$ cat config.mk
export PLATFORM = sky130hd
export DESIGN_NAME = pll_lock_sequencer
export DESIGN_NICKNAME = d
export VERILOG_FILES = /design/src/rtl/pll_lock_sequencer.sv
export SDC_FILE = /design/constraint.sdc
export NUM_CORES = 1
export LEC_CHECK = 0
export ABC_CLOCK_PERIOD_IN_PS = 2400
export CORE_ASPECT_RATIO = 0.6
export CORE_MARGIN = 2
export CORE_UTILIZATION = 44
export CTS_BUF_LIST = sky130_fd_sc_hd__clkbuf_4 sky130_fd_sc_hd__clkbuf_8 sky130_fd_sc_hd__clkbuf_16
export CTS_CLUSTER_DIAMETER = 50
export CTS_CLUSTER_SIZE = 20
export DETAILED_ROUTE_END_ITERATION = 10
export PLACE_DENSITY = 0.76
export SLEW_MARGIN = 30
export SYNTH_ARGS = -nofsm -noshare
export SYNTH_HDL_FRONTEND = slang
export SYNTH_SLANG_ARGS = --single-unit
$ cat constraint.sdc
create_clock -name clk -period 2.4 [get_ports clk]
set_clock_uncertainty 0.1 [all_clocks]
set_input_delay 0.24 -clock clk [delete_from_list [all_inputs] [get_ports clk]]
set_output_delay 0.24 -clock clk [all_outputs]
set_load 0.1 [all_outputs]
$ cat src/rtl/pll_lock_sequencer.sv
// ---------------------------------------------------------------------------
// pll_lock_sequencer
//   Brings up a PLL and gates the downstream system reset on a stable lock.
//   Each attempt holds the PLL in reset for PLL_RST_CYCLES, then waits up to
//   LOCK_TIMEOUT cycles for LOCK_STABLE_CYCLES consecutive locked cycles.
//   Failed attempts are counted; MAX_RETRIES failures park the block in FAULT
//   until a restart pulse. A lock drop while running restarts the sequence
//   and raises a sticky lock_lost flag.
//
// Ports
//   clk           free-running reference clock (also the PLL input clock)
//   reset_n       asynchronous active-low reset
//   locked_in     PLL lock indicator, asynchronous to clk
//   restart       single-cycle pulse, leaves FAULT
//   clear_status  single-cycle pulse, clears lock_lost
//   pll_rst       active-high reset to the PLL
//   sys_reset_n   active-low reset for downstream logic
//   lock_lost     sticky: lock dropped while running
//   fault         high while in FAULT
//   retry_count   failed attempts since the last RUN entry or restart
//   state         0=PLL_RESET 1=WAIT_LOCK 2=RUN 3=FAULT
// ---------------------------------------------------------------------------
module pll_lock_sequencer #(
  parameter int unsigned PLL_RST_CYCLES     = 32'd16,
  parameter int unsigned LOCK_STABLE_CYCLES = 32'd1024,
  parameter int unsigned LOCK_TIMEOUT       = 32'd65536,
  parameter int unsigned MAX_RETRIES        = 32'd7
) (
  input  logic       clk,
  input  logic       reset_n,
  input  logic       locked_in,
  input  logic       restart,
  input  logic       clear_status,
  output logic       pll_rst,
  output logic       sys_reset_n,
  output logic       lock_lost,
  output logic       fault,
  output logic [3:0] retry_count,
  output logic [1:0] state
);

  typedef enum logic [1:0] {
    ST_PLL_RESET = 2'd0,
    ST_WAIT_LOCK = 2'd1,
    ST_RUN       = 2'd2,
    ST_FAULT     = 2'd3
  } state_t;

  localparam int unsigned RST_W = $clog2(PLL_RST_CYCLES + 32'd1);
  localparam int unsigned STB_W = $clog2(LOCK_STABLE_CYCLES + 32'd1);
  localparam int unsigned TMO_W = $clog2(LOCK_TIMEOUT + 32'd1);

  localparam logic [RST_W-1:0] RST_LAST   = RST_W'(PLL_RST_CYCLES - 32'd1);
  localparam logic [RST_W-1:0] RST_ONE    = RST_W'(32'd1);
  localparam logic [STB_W-1:0] STB_TARGET = STB_W'(LOCK_STABLE_CYCLES);
  localparam logic [STB_W-1:0] STB_ONE    = STB_W'(32'd1);
  localparam logic [TMO_W-1:0] TMO_TARGET = TMO_W'(LOCK_TIMEOUT);
  localparam logic [TMO_W-1:0] TMO_ONE    = TMO_W'(32'd1);
  localparam logic [3:0]       RETRY_MAX  = 4'(MAX_RETRIES);

  logic             sync_r;
  logic             locked_s;
  state_t           state_r;
  state_t           state_nxt_s;
  logic [RST_W-1:0] rst_cnt_r;
  logic [RST_W-1:0] rst_cnt_nxt_s;
  logic [RST_W-1:0] rst_inc_s;
  logic [STB_W-1:0] stable_cnt_r;
  logic [STB_W-1:0] stable_cnt_nxt_s;
  logic [STB_W-1:0] stable_inc_s;
  logic [TMO_W-1:0] tmo_cnt_r;
  logic [TMO_W-1:0] tmo_cnt_nxt_s;
  logic [TMO_W-1:0] tmo_inc_s;
  logic [3:0]       retry_nxt_s;
  logic [3:0]       retry_inc_s;
  logic             lost_set_s;
  logic             lock_lost_nxt_s;

  assign state = state_r;

  // Saturating increments: counters hold at their terminal value, never wrap.
  assign rst_inc_s    = (rst_cnt_r >= RST_LAST) ? RST_LAST : rst_cnt_r + RST_ONE;
  assign stable_inc_s = (stable_cnt_r >= STB_TARGET) ? STB_TARGET : stable_cnt_r + STB_ONE;
  assign tmo_inc_s    = (tmo_cnt_r >= TMO_TARGET) ? TMO_TARGET : tmo_cnt_r + TMO_ONE;
  assign retry_inc_s  = (retry_count >= RETRY_MAX) ? RETRY_MAX : retry_count + 4'd1;

  // Two-flop synchronizer for the asynchronous lock indicator.
  always_ff @(posedge clk or negedge reset_n) begin
    if (!reset_n) begin
      sync_r   <= 1'b0;
      locked_s <= 1'b0;
    end else begin
      sync_r   <= locked_in;
      locked_s <= sync_r;
    end
  end

  // Next-state and next-counter logic of the lock sequencer.
  always_comb begin
    state_nxt_s      = state_r;
    rst_cnt_nxt_s    = rst_cnt_r;
    stable_cnt_nxt_s = stable_cnt_r;
    tmo_cnt_nxt_s    = tmo_cnt_r;
    retry_nxt_s      = retry_count;
    lost_set_s       = 1'b0;
    case (state_r)
      ST_PLL_RESET: begin
        if (rst_cnt_r >= RST_LAST) begin
          state_nxt_s      = ST_WAIT_LOCK;
          rst_cnt_nxt_s    = {RST_W{1'b0}};
          stable_cnt_nxt_s = {STB_W{1'b0}};
          tmo_cnt_nxt_s    = {TMO_W{1'b0}};
        end else begin
          rst_cnt_nxt_s = rst_inc_s;
        end
      end
      ST_WAIT_LOCK: begin
        // Stability is tested before the timeout so that a tie enters RUN.
        if (locked_s && (stable_inc_s == STB_TARGET)) begin
          state_nxt_s      = ST_RUN;
          retry_nxt_s      = 4'd0;
          stable_cnt_nxt_s = {STB_W{1'b0}};
          tmo_cnt_nxt_s    = {TMO_W{1'b0}};
        end else if (tmo_inc_s == TMO_TARGET) begin
          retry_nxt_s      = retry_inc_s;
          rst_cnt_nxt_s    = {RST_W{1'b0}};
          stable_cnt_nxt_s = {STB_W{1'b0}};
          tmo_cnt_nxt_s    = {TMO_W{1'b0}};
          if (retry_inc_s == RETRY_MAX) begin
            state_nxt_s = ST_FAULT;
          end else begin
            state_nxt_s = ST_PLL_RESET;
          end
        end else begin
          tmo_cnt_nxt_s = tmo_inc_s;
          if (locked_s) begin
            stable_cnt_nxt_s = stable_inc_s;
          end else begin
            stable_cnt_nxt_s = {STB_W{1'b0}};
          end
        end
      end
      ST_RUN: begin
        // A lock drop restarts the sequence without charging a retry.
        if (!locked_s) begin
          state_nxt_s   = ST_PLL_RESET;
          rst_cnt_nxt_s = {RST_W{1'b0}};
          lost_set_s    = 1'b1;
        end else begin
          state_nxt_s = ST_RUN;
        end
      end
      ST_FAULT: begin
        if (restart) begin
          state_nxt_s   = ST_PLL_RESET;
          rst_cnt_nxt_s = {RST_W{1'b0}};
          retry_nxt_s   = 4'd0;
        end else begin
          state_nxt_s = ST_FAULT;
        end
      end
      default: begin
        state_nxt_s   = ST_PLL_RESET;
        rst_cnt_nxt_s = {RST_W{1'b0}};
      end
    endcase

    // A same-cycle loss outranks a clear request.
    if (lost_set_s) begin
      lock_lost_nxt_s = 1'b1;
    end else if (clear_status) begin
      lock_lost_nxt_s = 1'b0;
    end else begin
      lock_lost_nxt_s = lock_lost;
    end
  end

  // State, counters and outputs; outputs are decoded from the next state so
  // they line up with the state register in every cycle.
  always_ff @(posedge clk or negedge reset_n) begin
    if (!reset_n) begin
      state_r      <= ST_PLL_RESET;
      rst_cnt_r    <= {RST_W{1'b0}};
      stable_cnt_r <= {STB_W{1'b0}};
      tmo_cnt_r    <= {TMO_W{1'b0}};
      retry_count  <= 4'd0;
      lock_lost    <= 1'b0;
      fault        <= 1'b0;
      pll_rst      <= 1'b1;
      sys_reset_n  <= 1'b0;
    end else begin
      state_r      <= state_nxt_s;
      rst_cnt_r    <= rst_cnt_nxt_s;
      stable_cnt_r <= stable_cnt_nxt_s;
      tmo_cnt_r    <= tmo_cnt_nxt_s;
      retry_count  <= retry_nxt_s;
      lock_lost    <= lock_lost_nxt_s;
      fault        <= (state_nxt_s == ST_FAULT);
      pll_rst      <= (state_nxt_s == ST_PLL_RESET) || (state_nxt_s == ST_FAULT);
      sys_reset_n  <= (state_nxt_s == ST_RUN);
    end
  end

endmodule

Yosys cells after proc, flatten, opt, wreduce, memory -nomap -nowiden:

Cells that the tools add are included.

* register bits after elaboration: 45
* input bits: 5
* output and inout bits: 10
* word-level logic and storage cells: 76

* add/sub/neg operators: 4
* order comparisons: 4
* eq/ne operators: 14
* muxes and demuxes: 33
* reduce and logical (&&, ||, !) cells: 10

Operator list (count)
* 17-bit 2-to-1 mux: 4
* 11-bit 2-to-1 mux: 5
* 17-bit one-hot mux with 2 select lines: 1
* 5-bit 2-to-1 mux: 5
* 11-bit one-hot mux with 2 select lines: 1
* 5-bit one-hot mux with 4 select lines: 1
* 17-bit by 1-bit adder with 17-bit output, second input constant: 1
* 17-bit == test, second input constant: 1
* 17-bit greater-or-equal comparator, second input constant: 1
* 4-bit 2-to-1 mux: 4
* 2-bit 2-to-1 mux: 6
* 11-bit by 1-bit adder with 11-bit output, second input constant: 1
* 11-bit == test, second input constant: 1
* 11-bit greater-or-equal comparator, second input constant: 1
* 2-bit inequality test, second input constant: 5
* 2-bit == test, second input constant: 4
* 2-bit one-hot mux with 4 select lines: 1
* 4-bit one-hot mux with 2 select lines: 1
* 2-bit nonzero test: 3
* 5-bit by 1-bit adder with 5-bit output, second input constant: 1
* 5-bit by 4-bit greater-or-equal comparator with 1-bit output, second input constant: 1
* 4-bit by 1-bit adder with 4-bit output, second input constant: 1
* 4-bit by 3-bit == test with 1-bit output, second input constant: 1
* 4-bit by 3-bit greater-or-equal comparator with 1-bit output, second input constant: 1
* 9 further kinds: 13

Logic depth before layout (Yosys ltp):

* word-level depth: 9
* mapped depth: 9
* mapped depth without buffers: 8

Least setup slack after synthesis:

No wires, ideal clock.

* path type: reg2reg
* start point: reg retry_count[0]
* end point: reg fault
* library setup time: 121 ps
* data arrival time: 2540 ps
* required time: 2179 ps
* setup slack: -362 ps
* cell stages (with the launch flop): 7
* buffers on the path: 0
* period minus slack after synthesis: 2762 ps
* cell sequence: dfrtp_1 ha_1 nor2b_1 maj3_1 o31a_1 o22a_1 ha_1

* longest elaborated chain between the ends: 8
* elaborated cells on any way between the ends: 9
* classes of those cells: add/sub (1); order compare (1); eq/ne (2); mux (5)

Ends and longest elaborated chain
* start, declared: line 38 `output logic [3:0] retry_count,`
* start signal, assigned: line 196 `retry_count <= retry_nxt_s;`
* 4-bit by 1-bit adder with 4-bit output / 4-bit by 3-bit greater-or-equal comparator with 1-bit output (equally long branches): line 85 `assign retry_inc_s = (retry_count >= RETRY_MAX) ? RETRY_MAX : retry_count + 4'd1;`
* 4-bit 2-to-1 mux *: line 85
* 4-bit by 3-bit == test with 1-bit output *: line 129 `if (retry_inc_s == RETRY_MAX) begin`
* 2-bit 2-to-1 mux *: line 129
* 2-bit 2-to-1 mux *: line 124 `end else if (tmo_inc_s == TMO_TARGET) begin`
* 2-bit 2-to-1 mux *: line 119 `if (locked_s && (stable_inc_s == STB_TARGET)) begin`
* 2-bit one-hot mux with 4 select lines *: line 106 `case (state_r)`
* named net state_nxt_s[0]: line 64 `state_t state_nxt_s;`
* 2-bit == test *: line 198 `fault <= (state_nxt_s == ST_FAULT);`
* end signal, assigned: line 198
* end, declared: line 37 `output logic fault,`

Mark *: on every way through the listed nets, which the timed path passes. The rest lies on a longest branch.
A chain may end at the register's enable or synchronous reset.

Worst setup path after layout:

* start point: reg tmo_cnt_r[0]
* end point: reg fault

* longest elaborated chain between the ends: 7
* elaborated cells on any way between the ends: 8
* classes of those cells: add/sub (1); order compare (1); eq/ne (2); mux (4)

Ends and longest elaborated chain
* start, declared: line 71 `logic [TMO_W-1:0] tmo_cnt_r;`
* start signal, assigned: line 185 `tmo_cnt_r <= {TMO_W{1'b0}};`
* start signal, assigned: line 195 `tmo_cnt_r <= tmo_cnt_nxt_s;`
* 17-bit by 1-bit adder with 17-bit output / 17-bit greater-or-equal comparator (equally long branches): line 84 `assign tmo_inc_s = (tmo_cnt_r >= TMO_TARGET) ? TMO_TARGET : tmo_cnt_r + TMO_ONE;`
* 17-bit 2-to-1 mux *: line 84
* 17-bit == test *: line 124
* 2-bit 2-to-1 mux *: line 124
* 2-bit 2-to-1 mux *: line 119
* 2-bit one-hot mux with 4 select lines *: line 106
* named net state_nxt_s[0]: line 64
* 2-bit == test *: line 198

Marks and branches as above.

==> flow_metrics.env <==
export IMPL_viasPerCell=5.96
export IMPL_synthDistinctLibCells=55
export IMPL_maxCapViolations=0
export IMPL_num_rows=22
export IMPL_syn_area_um2=2770
export IMPL_ys_flop_type="dfrtp_1"
export IMPL_cts_inserted_buffers=5
export IMPL_die_area_um2=6960
export IMPL_fmax_mhz=434
export IMPL_root_buffer="clkbuf_8"
export IMPL_min_path_type="reg -> reg"
export IMPL_initial_core_util_pct=45.5
export IMPL_drive_gt1_share_pct=21.7
export IMPL_grt_pass1_wl_um=11200
export IMPL_groute_usage_overall_pct=20.4
export IMPL_synth_edf_count=0
export IMPL_grt_pass1_vias=2240
export IMPL_grt_max_degree=30
export IMPL_stdcell_area_um2=3340
export IMPL_die_y_um=65.4
export IMPL_grt_antenna_before_repair=0
export IMPL_h_tree_depth=2
export IMPL_clk_pin_slew_worst_paths_ns=0.09
export IMPL_place_hpwl_um=5040
export IMPL_setup_worst_path_start="tmo_cnt_r[0]$_DFFE_PN0P_"
export IMPL_netlist_area_leader_share_pct=39.8
export IMPL_synth_area_per_cell_um2=9.08
export IMPL_ir_drop_mv=0.246
export IMPL_path_class="reg -> reg"
export IMPL_total_power_mw=1.33
export IMPL_fin_crit_sh_pct=96.0
export IMPL_wl_per_cell_um=15.8
export IMPL_status="finished, final reports clean"
export IMPL_ys_async_sr_fraction_pct=100
export IMPL_min_from="sync_r$_DFF_PN0_"
export IMPL_wirelength_um=6800
export IMPL_cts_sinks=45
export IMPL_clk_latency_ns=0.30
export IMPL_grt_overflow_total=0
export IMPL_finalSetupViolCount=0
export IMPL_gp_congestion=0.887
export IMPL_finalHoldViolCount=0
export IMPL_ys_warn_count=0
export IMPL_syn_nets=319
export IMPL_powerDensity_nw_per_um2=400
export IMPL_reg2reg_from="tmo_cnt_r[0]$_DFFE_PN0P_"
export IMPL_cts_tree="built"
export IMPL_cp_end_kind="register"
export IMPL_crit_arrival_ns=2.40
export IMPL_worst_setup_path_start_kind="register"
export IMPL_p_leak_nw=1.48
export IMPL_crit_fanout=7
export IMPL_relSlewSlack_pct=47.1
export IMPL_io_buffers=14
export IMPL_tightest_slew_ns=0.785
export IMPL_ys_ff_latch=45
export IMPL_n_antenna_cell=0
export IMPL_place_area_um2=3170
export IMPL_die_w_um=106
export IMPL_clockBufferDepth=2
export IMPL_required_ns=2.50
export IMPL_drt_antenna_violating_nets=0
export IMPL_synthTopCellsByCount="dfrtp_1, nand2_1, o21ai_0, nand3_1, nor2_1"
export IMPL_syn_inst=305
export IMPL_synth_seq_area_share_pct=40.7
export IMPL_synth_area_leader_cell="dfrtp_1"
export IMPL_fill_cells=529
export IMPL_yosysMostFrequentCell="dfrtp_1"
export IMPL_drt_first_pass_iters=5
export IMPL_drt_initial_drc_count=170
export IMPL_io_pins=15
export IMPL_dr_total_vias=2562
export IMPL_drc=0
export IMPL_layout_nets=359
export IMPL_drv_slew=0
export IMPL_area_delta_synth_final_pct=20.6
export IMPL_ys_top_cells_by_area="dfrtp_1, nand2_1, o21ai_0, ha_1, nand3_1"
export IMPL_core_um2=6080
export IMPL_min_period_ns=2.31
## timing repair
action | 4_1_cts | 5_1_grt
gates resized for setup | 2 | 7
pin swaps | 0 | 2
hold endpoints to repair | 44 | 0
hold buffers | 1 | 0
buffers inserted | 0 | 2
setup endpoints to repair | 3 | 27
## layout by cell type (no fill, tap or decap), types with 4 or more instances in the layout
cell type  netlist  layout
a21o_1           4       4
a21oi_1          7       6
a31oi_1          5       4
and3_1           8       8
buf_4            0      39
clkbuf_8         0       6
dfrtp_1         44      40
dfrtp_2          0       4
ha_1             9       9
inv_1           12      12
nand2_1         36      36
nand2b_1         7       7
nand3_1         20      20
nand4_1         12      12
nor2_1          13      12
nor2b_1          4       4
nor3_1          10       9
o21ai_0         27      27
o311ai_2         4       4
o31ai_1          5       5
or3_1            7       7
xnor2_1          6       6
xor2_1           4       4
## routing by layer
| layer | track usage [%] | vias to the layer above | share of wire, % |
|---|---|---|---|
| li1 | - | 1216 | - |
| met1 | 32.3 | 1252 | 50 |
| met2 | 28.6 | 90 | 42 |
| met3 | 4.37 | 4 | 7.6 |
| met4 | 3.57 | 0 | 0.37 |
| met5 | 0 | - | 0 |
## worst max-delay path, cell delays in order (launching register included)
cell	delay, ns
dfrtp_1	0.40
ha_1	0.29
xor2_1	0.18
nor3_2	0.32
a41oi_2	0.21
o31a_1	0.30
o22a_1	0.22
ha_1	0.20
## registers in the layout (all words and copies together), names as in the netlist
register and cells:
lock_lost 1, retry_count 4, rst_cnt_r 5, pll_rst 1, sync_r 1, sys_reset_n 1
stable_cnt_r 11, fault 1, locked_s 1, tmo_cnt_r 17, state 2
## per-stage QoR
stage          instances  hold slack [ns]  setup slack [ns]  utilization, %  setup TNS, ns
3_5_place_dp         419            0.117           -0.0708            52.1         -0.121
4_1_cts              428            0.262            0.0401            54.0              0
5_1_grt              430            0.260          -0.00429            54.9       -0.00429
6_report             430            0.260            0.0949            54.9              0
3_3_place_gp         419            0.117          -0.00345            52.1       -0.00345
2_1_floorplan        305           -0.156           -0.0254               -        -0.0254
## worst paths after layout
path | slack [ns] | end | cells after the start
setup / recovery | 0.09 | fault$_DFF_PN0_ | 7
hold / removal | 0.26 | locked_s$_DFF_PN0_ | 0
setup reg to reg | 0.09 | fault$_DFF_PN0_ | 7
hold reg to reg | 0.26 | locked_s$_DFF_PN0_ | 0
max in group asynchronous | 1.51 | pll_rst$_DFF_PN1_ | 3
min in group asynchronous | 0.32 | tmo_cnt_r[9]$_DFFE_PN0P_ | 3
## power by group
group	internal [mW]	total, mW	switching [mW]	leakage, nW
logic	0.0236	0.0570	0.0334	0.837
clock network	0.234	0.510	0.276	0.0512
registers	0.763	0.767	0.00386	0.594
## logic make-up after synthesis
group	count (synthesis)	synth area share [%]
adders and majority gates	10	4.43
AOI/OAI and AO/OA	77	19.7
and+or+nand+nor	137	27.7
buffers and inverters	25	3.93
DFF	45	40.7
xor gates and xnor gates	10	3.16
muxes	1	0.362
## area by class of cell
| class | instances | area (um2) | share of cell area [%] |
|---|---|---|---|
| Inverter | 12 | 45.0 | 1.35 |
| Clock buffer | 6 | 82.6 | 2.47 |
| Multi-Input combinational cell | 235 | 1580 | 47.4 |
| Sequential cell | 45 | 1130 | 33.9 |
| Timing Repair Buffer | 46 | 378 | 11.3 |
| Clock inverter | 2 | 13.8 | 0.412 |
| Tap cell | 84 | 105 | 3.15 |
Note: power is estimated with default switching activity, not from simulation.
